$ cat config.mk
export PLATFORM = sky130hd
export DESIGN_NAME = cdp_ocvt_chn_data_out_rsco_ctrl_flat
export DESIGN_NICKNAME = d
export VERILOG_FILES = /design/src/rtl/cdp_ocvt_pkg.sv /design/src/rtl/cdp_ocvt_chn_data_out_rsco_ctrl_if.sv /design/src/rtl/cdp_ocvt_out_skid_buf.sv /design/src/rtl/cdp_ocvt_chn_data_out_rsco_ctrl.sv /design/src/flat_wrapper.sv
export SDC_FILE = /design/constraint.sdc
export NUM_CORES = 1
export LEC_CHECK = 0
export ABC_AREA = 1
export CORE_UTILIZATION = 40
export DETAILED_ROUTE_END_ITERATION = 8
export GPL_TIMING_DRIVEN = 0
export PLACE_DENSITY = 0.65
export REMOVE_ABC_BUFFERS = 1
export SLEW_MARGIN = 30
export SYNTH_ARGS = -nofsm -noshare
export SYNTH_HDL_FRONTEND = slang
export SYNTH_SLANG_ARGS = --single-unit
$ cat constraint.sdc
create_clock -name nvdla_core_clk -period 5.7 [get_ports nvdla_core_clk]
set_clock_uncertainty 0.15 [all_clocks]
set_input_delay 0.855 -clock nvdla_core_clk [delete_from_list [all_inputs] [get_ports nvdla_core_clk]]
set_output_delay 0.855 -clock nvdla_core_clk [all_outputs]
set_load 0.05 [all_outputs]
$ cat src/rtl/cdp_ocvt_pkg.sv
// Shared constants and types for the CDP output converter channel blocks.
package cdp_ocvt_pkg;

  localparam int unsigned CDP_OCVT_OUT_DATA_W    = 128;
  localparam int unsigned CDP_OCVT_OUT_BUF_DEPTH = 2;

  typedef logic [1:0] cdp_ocvt_lvl_t;

endpackage

$ cat src/rtl/cdp_ocvt_chn_data_out_rsco_ctrl_if.sv
// Core-side wait-protocol signals and downstream valid/ready channel of chn_data_out.
interface cdp_ocvt_chn_data_out_rsco_ctrl_if
  import cdp_ocvt_pkg::*;
#(
  parameter int unsigned DATA_W = CDP_OCVT_OUT_DATA_W
);

  logic              core_wten;
  logic              chn_data_out_rsco_iswt0;
  logic              chn_data_out_rsco_ld_core_psct;
  logic [DATA_W-1:0] chn_data_out_rsco_d_core;
  logic              chn_data_out_rsco_wen_comp;
  logic              chn_data_out_rsco_ld_core_sct;
  logic              chn_data_out_rsco_biwt;
  logic              chn_data_out_valid;
  logic              chn_data_out_ready;
  logic [DATA_W-1:0] chn_data_out_pd;
  cdp_ocvt_lvl_t     chn_data_out_lvl;

  // Controller view.
  modport slave (
    input  core_wten, chn_data_out_rsco_iswt0, chn_data_out_rsco_ld_core_psct,
           chn_data_out_rsco_d_core, chn_data_out_ready,
    output chn_data_out_rsco_wen_comp, chn_data_out_rsco_ld_core_sct, chn_data_out_rsco_biwt,
           chn_data_out_valid, chn_data_out_pd, chn_data_out_lvl
  );

  // Core plus downstream view.
  modport master (
    output core_wten, chn_data_out_rsco_iswt0, chn_data_out_rsco_ld_core_psct,
           chn_data_out_rsco_d_core, chn_data_out_ready,
    input  chn_data_out_rsco_wen_comp, chn_data_out_rsco_ld_core_sct, chn_data_out_rsco_biwt,
           chn_data_out_valid, chn_data_out_pd, chn_data_out_lvl
  );

endinterface

$ cat src/rtl/cdp_ocvt_out_skid_buf.sv
// Two-entry registered output buffer: push at tail, pop at head on valid & ready.
module cdp_ocvt_out_skid_buf
  import cdp_ocvt_pkg::*;
#(
  parameter int unsigned DATA_W = CDP_OCVT_OUT_DATA_W
) (
  input  logic              nvdla_core_clk,
  input  logic              nvdla_core_rst,
  input  logic              push_i,
  input  logic [DATA_W-1:0] push_data_i,
  input  logic              ready_i,
  output logic              valid_o,
  output logic [DATA_W-1:0] pd_o,
  output cdp_ocvt_lvl_t     lvl_o
);

  logic [DATA_W-1:0] mem_q [CDP_OCVT_OUT_BUF_DEPTH];
  logic              head_q;
  logic              tail_q;
  cdp_ocvt_lvl_t     count_q;
  cdp_ocvt_lvl_t     count_d;
  logic              pop;

  assign valid_o = (count_q != 2'd0);
  assign pop     = valid_o & ready_i;
  assign pd_o    = mem_q[head_q];
  assign lvl_o   = count_q;

  // Push is never issued when full, so push+pop only happens at count 1.
  always_comb begin
    count_d = count_q;
    unique case ({push_i, pop})
      2'b10:   count_d = count_q + 2'd1;
      2'b01:   count_d = count_q - 2'd1;
      default: count_d = count_q;
    endcase
  end

  always_ff @(posedge nvdla_core_clk) begin
    if (nvdla_core_rst) begin
      for (int i = 0; i < CDP_OCVT_OUT_BUF_DEPTH; i++) begin
        mem_q[i] <= '0;
      end
      head_q  <= 1'b0;
      tail_q  <= 1'b0;
      count_q <= 2'd0;
    end else begin
      if (push_i) begin
        mem_q[tail_q] <= push_data_i;
        tail_q        <= ~tail_q;
      end
      if (pop) begin
        head_q <= ~head_q;
      end
      count_q <= count_d;
    end
  end

endmodule

$ cat src/rtl/cdp_ocvt_chn_data_out_rsco_ctrl.sv
// chn_data_out write-side wait control: accepts core writes into a 2-entry buffer and
// stalls the core via the pending-write flag while the buffer is full.
module cdp_ocvt_chn_data_out_rsco_ctrl
  import cdp_ocvt_pkg::*;
#(
  parameter int unsigned DATA_W    = CDP_OCVT_OUT_DATA_W,
  parameter int unsigned BUF_DEPTH = CDP_OCVT_OUT_BUF_DEPTH
) (
  input logic                              nvdla_core_clk,
  input logic                              nvdla_core_rst,
  cdp_ocvt_chn_data_out_rsco_ctrl_if.slave chn
);

  localparam cdp_ocvt_lvl_t FullLvl = cdp_ocvt_lvl_t'(BUF_DEPTH);

  logic          icwt_q;
  logic          pdswt0;
  logic          ogwt;
  logic          ld_core_sct;
  logic          biwt;
  logic          full;
  cdp_ocvt_lvl_t lvl;

  assign pdswt0      = ~chn.core_wten & chn.chn_data_out_rsco_iswt0;
  assign ogwt        = pdswt0 | icwt_q;
  assign ld_core_sct = ogwt & chn.chn_data_out_rsco_ld_core_psct;
  // Full is judged on registered count only; no ready-to-core combinational path.
  assign full        = (lvl == FullLvl);
  assign biwt        = ld_core_sct & ~full;

  assign chn.chn_data_out_rsco_ld_core_sct = ld_core_sct;
  assign chn.chn_data_out_rsco_biwt        = biwt;
  assign chn.chn_data_out_rsco_wen_comp    = ~ogwt | biwt;
  assign chn.chn_data_out_lvl              = lvl;

  // A blocked write stays pending and retries regardless of core_wten.
  always_ff @(posedge nvdla_core_clk) begin
    if (nvdla_core_rst) begin
      icwt_q <= 1'b0;
    end else begin
      icwt_q <= ogwt & ~biwt;
    end
  end

  cdp_ocvt_out_skid_buf #(
    .DATA_W (DATA_W)
  ) u_skid_buf (
    .nvdla_core_clk (nvdla_core_clk),
    .nvdla_core_rst (nvdla_core_rst),
    .push_i         (biwt),
    .push_data_i    (chn.chn_data_out_rsco_d_core),
    .ready_i        (chn.chn_data_out_ready),
    .valid_o        (chn.chn_data_out_valid),
    .pd_o           (chn.chn_data_out_pd),
    .lvl_o          (lvl)
  );

endmodule

$ cat src/flat_wrapper.sv
// flat-port wrapper written by rule: the top's interface ports become plain ports
module cdp_ocvt_chn_data_out_rsco_ctrl_flat import cdp_ocvt_pkg::*;
#(
  parameter int unsigned DATA_W    = CDP_OCVT_OUT_DATA_W,
  parameter int unsigned BUF_DEPTH = CDP_OCVT_OUT_BUF_DEPTH
)
  (nvdla_core_clk, nvdla_core_rst, chn_core_wten, chn_chn_data_out_rsco_iswt0, chn_chn_data_out_rsco_ld_core_psct, chn_chn_data_out_rsco_d_core, chn_chn_data_out_ready, chn_chn_data_out_rsco_wen_comp, chn_chn_data_out_rsco_ld_core_sct, chn_chn_data_out_rsco_biwt, chn_chn_data_out_valid, chn_chn_data_out_pd, chn_chn_data_out_lvl);
  cdp_ocvt_chn_data_out_rsco_ctrl_if #(.DATA_W(DATA_W)) chn_i ();
  input logic nvdla_core_clk;
  input logic nvdla_core_rst;
  input wire logic [$bits(chn_i.core_wten)-1:0] chn_core_wten;
  input wire logic [$bits(chn_i.chn_data_out_rsco_iswt0)-1:0] chn_chn_data_out_rsco_iswt0;
  input wire logic [$bits(chn_i.chn_data_out_rsco_ld_core_psct)-1:0] chn_chn_data_out_rsco_ld_core_psct;
  input wire logic [$bits(chn_i.chn_data_out_rsco_d_core)-1:0] chn_chn_data_out_rsco_d_core;
  input wire logic [$bits(chn_i.chn_data_out_ready)-1:0] chn_chn_data_out_ready;
  output wire logic [$bits(chn_i.chn_data_out_rsco_wen_comp)-1:0] chn_chn_data_out_rsco_wen_comp;
  output wire logic [$bits(chn_i.chn_data_out_rsco_ld_core_sct)-1:0] chn_chn_data_out_rsco_ld_core_sct;
  output wire logic [$bits(chn_i.chn_data_out_rsco_biwt)-1:0] chn_chn_data_out_rsco_biwt;
  output wire logic [$bits(chn_i.chn_data_out_valid)-1:0] chn_chn_data_out_valid;
  output wire logic [$bits(chn_i.chn_data_out_pd)-1:0] chn_chn_data_out_pd;
  output wire logic [$bits(chn_i.chn_data_out_lvl)-1:0] chn_chn_data_out_lvl;
  assign chn_i.core_wten = chn_core_wten;
  assign chn_i.chn_data_out_rsco_iswt0 = chn_chn_data_out_rsco_iswt0;
  assign chn_i.chn_data_out_rsco_ld_core_psct = chn_chn_data_out_rsco_ld_core_psct;
  assign chn_i.chn_data_out_rsco_d_core = chn_chn_data_out_rsco_d_core;
  assign chn_i.chn_data_out_ready = chn_chn_data_out_ready;
  assign chn_chn_data_out_rsco_wen_comp = chn_i.chn_data_out_rsco_wen_comp;
  assign chn_chn_data_out_rsco_ld_core_sct = chn_i.chn_data_out_rsco_ld_core_sct;
  assign chn_chn_data_out_rsco_biwt = chn_i.chn_data_out_rsco_biwt;
  assign chn_chn_data_out_valid = chn_i.chn_data_out_valid;
  assign chn_chn_data_out_pd = chn_i.chn_data_out_pd;
  assign chn_chn_data_out_lvl = chn_i.chn_data_out_lvl;
  cdp_ocvt_chn_data_out_rsco_ctrl #(.DATA_W(DATA_W), .BUF_DEPTH(BUF_DEPTH)) u_core (.nvdla_core_clk(nvdla_core_clk), .nvdla_core_rst(nvdla_core_rst), .chn(chn_i));
endmodule
==> out/qor.yml <==
pwr-share-seq_pct: 42.8
cts_buffers: 29
htreeDepth: 1
final-setup-viol-count: 0
slew_headroom_pct: 61.1
cts_root_buf: "clkbuf_16"
cp_slowest_cell: "clkdlybuf4s50_1"
num_vias: 7340
cp.depth: 4
postRouteAntennaNets: 0
cts.path.max_buffers: 3
p_int_w: 0.00375
clkLatencyLatePin_ns: 0.52
place_hpwl_mm: 16.6
multi_input_area_mm2: 0.00362
tightest_slew_ns: 0.582
die_area_mm2: 0.0316
max_stage_delay_ns: 0.75
critPathMaxFanout: 42
cts_hold_buf: 0
period_minus_slack_ns: 3.79
syn_avg_cell_area_um2: 14.2
p_switching_w: 0.00159
drc: 0
end_kind: "output port"
ys_types: 27
drv_slew: 0
reg2reg_to: "u_core.u_skid_buf.mem_q[1][4]"
vias_per_cell: 4.74
totalWireLength_mm: 26.6
cts_sinks: 262
overflow: 0
place_area_mm2: 0.0156
crit_family: "buffers and inverters"
cts_resized: 0
seq_area_mm2: 0.00781
top_layer_used: "met5"
crit_required_ns: 4.70
path_class: "flip-flop to output port"
grt_pass1_vias: 7572
grt_pass1_wl_mm: 40.8
die_h_um: 178
rrSetupSlack_ns: 2.83
rows: 64
dr.pass1.iters: 4
dieWidth_um: 178
status: "completed"
stdcell_count: 1547
cp_data_arrival_time_ns: 2.78
grt_usage_pct: 16.6
post-place-ws_ns: 1.68
leakage_nw: 6.16
grt_start_max_net_pins: 72
route.met3.wl_mm: 1.87
drv_cap: 0
synthToLayoutAreaGrowth_pct: 33.1
path_cells: "buf_12 -> buf_16 -> mux2_2 -> clkdlybuf4s50_1"
dp.cells: 1494
yosys_warnings: 0
seq_area_frac_synth_pct: 63.1
hold_start: "u_core.u_skid_buf.head_q"
final_util_pct: 53.9
r2r-start: "u_core.u_skid_buf.lvl_o[0]"
r2r_cells: 9
path_buf_inv: 3
drt-initial-drc-count: 320
swShare_pct: 29.7
setup_ws_ns: 1.91
hp-class: "flip-flop to flip-flop"
design.core.area_mm2: 0.0305
rsz0062_at_grt: "no"
start_util_pct: 40.5
postCtsSetupBuffers: 0
ios: 268
finalCritPeriodShare_pct: 66.5
io_buffers: 267
power_frac_clock_pct: 32.4
dr_wl_met2_mm: 13.1
peakVddDrop_mv: 0.229
fin_area_mm2: 0.0165
power_frac_comb_pct: 24.8
final_nets: 1264
n_fill_cell: 2614
antenna_found_initial: 3
startpoint_type: "flip-flop"
fmax_ghz: 0.264
syn_area_mm2: 0.0124
netlist_instances: 869
drt-met1-wl_mm: 11.3
post_route_cells_drive_above_1_share_pct: 27.4
final-hold-violation-count: 0
powerDensity_mw_per_mm2: 324
gp_congestion: 0.728
holdPathStages: 2
cts_tree: "done"
wire_per_inst_um: 17.2
cts.clk_slew.worst_paths_ns: 0.06
ys_ff_latch: 262
## area by class of cell
type / count / area share, %
Sequential cell: 262 / 47.5
Timing Repair Buffer: 286 / 19.1
Multi-Input combinational cell: 412 / 22.0
Antenna cell: 1 / 0.0152
Inverter: 138 / 3.15
Clock inverter: 19 / 0.783
Tap cell: 396 / 3.01
Clock buffer: 33 / 4.50
## cell usage after synthesis
library cell	count	share of area, %
nand3_4	1	0.14
buf_6	2	0.18
o21ai_0	3	0.12
buf_12	11	1.8
nand2_1	9	0.27
nor3_2	21	1.7
ha_1	1	0.10
inv_2	2	0.061
a31oi_1	1	0.051
nand2_4	2	0.18
mux2_2	128	12
clkbuf_1	11	0.33
nor2_1	31	0.94
buf_1	3	0.091
dfxtp_1	6	0.97
nor3_1	107	4.3
buf_4	2	0.12
or2_2	1	0.051
buf_2	28	1.1
nand2_2	1	0.051
edfxtp_1	256	62
and2_1	1	0.051
a21oi_1	3	0.12
nor2_4	100	9.1
nand4_1	1	0.051
nand4_2	1	0.10
inv_1	136	4.1
## routing by layer
| layer | GRT usage (%) | up-vias |
|---|---|---|
| met5 | 0 | - |
| met4 | 3.42 | 2 |
| met3 | 4.48 | 27 |
| met2 | 28.3 | 193 |
| met1 | 21.1 | 3608 |
| li1 | - | 3510 |
## tightest hold or removal path, stage by stage (launching register included)
cell and delay, ns:
dfxtp_1 0.30, inv_1 0.08, a21oi_1 0.06
## state kept, by name (all words and copies together), names as in the netlist, named ones only
signal and count:
u_core.u_skid_buf.head_q 1, u_core.u_skid_buf.tail_q 1, u_core.icwt_q 1, u_core.u_skid_buf.lvl_o 2, u_core.u_skid_buf.mem_q 256
## power by group through the flow
stage / registers (W) / clock network [W] / logic, W
global placement: 0.00239 / 0 / 0.00128
detailed placement: 0.00232 / 0 / 0.00133
floorplan: 0.00236 / 0 / 0.000807
CTS: 0.00228 / 0.00177 / 0.00134
finish: 0.00228 / 0.00173 / 0.00132
global route: 0.00229 / 0.00184 / 0.00139
## cells by family after synthesis
logic type	synth area share, %
AND/OR/NAND/NOR	17.0
flip-flops	63.1
buffers and inverters	7.83
multiplexers	11.7
AO/OA/AOI/OAI	0.293
adder cells (fa/ha/maj)	0.101
## how the worst max path moves through the flow
| stage | end |
|---|---|
| 6_report | chn_chn_data_out_pd[68] |
| 5_1_grt | chn_chn_data_out_pd[68] |
| 4_1_cts | chn_chn_data_out_pd[68] |
| 3_5_place_dp | u_core.u_skid_buf.mem_q[1][1] |
| 3_3_place_gp | u_core.u_skid_buf.mem_q[1][1] |
| 2_1_floorplan | u_core.u_skid_buf.mem_q[1][0] |
## placed cells by master, fill, tap and decap left out, types with 2 or more instances in the layout
| master | instances |
|---|---|
| mux2_2 | 128 |
| nor3_2 | 21 |
| edfxtp_1 | 256 |
| bufinv_16 | 2 |
| clkbuf_16 | 29 |
| nor2_4 | 100 |
| a21oi_1 | 3 |
| clkbuf_1 | 4 |
| nand2_4 | 3 |
| buf_12 | 8 |
| inv_2 | 2 |
| o21ai_0 | 3 |
| buf_16 | 11 |
| clkdlybuf4s50_1 | 266 |
| nand2_1 | 7 |
| clkinv_1 | 13 |
| nor3_1 | 107 |
| nor2_1 | 31 |
| dfxtp_1 | 5 |
| clkinv_2 | 4 |
| inv_1 | 136 |
## metrics by stage
step / power, W / hold slack (ns) / TNS, ns
finish: 0.00533 / 0.327 / 0
global route: 0.00552 / 0.370 / 0
CTS: 0.00539 / 0.326 / 0
detailed placement: 0.00366 / 0.315 / 0
global placement: 0.00367 / 0.308 / -3156.43
floorplan: 0.00317 / 0.297 / -463.54
No activity file was read; power rests on OpenSTA's default activity.
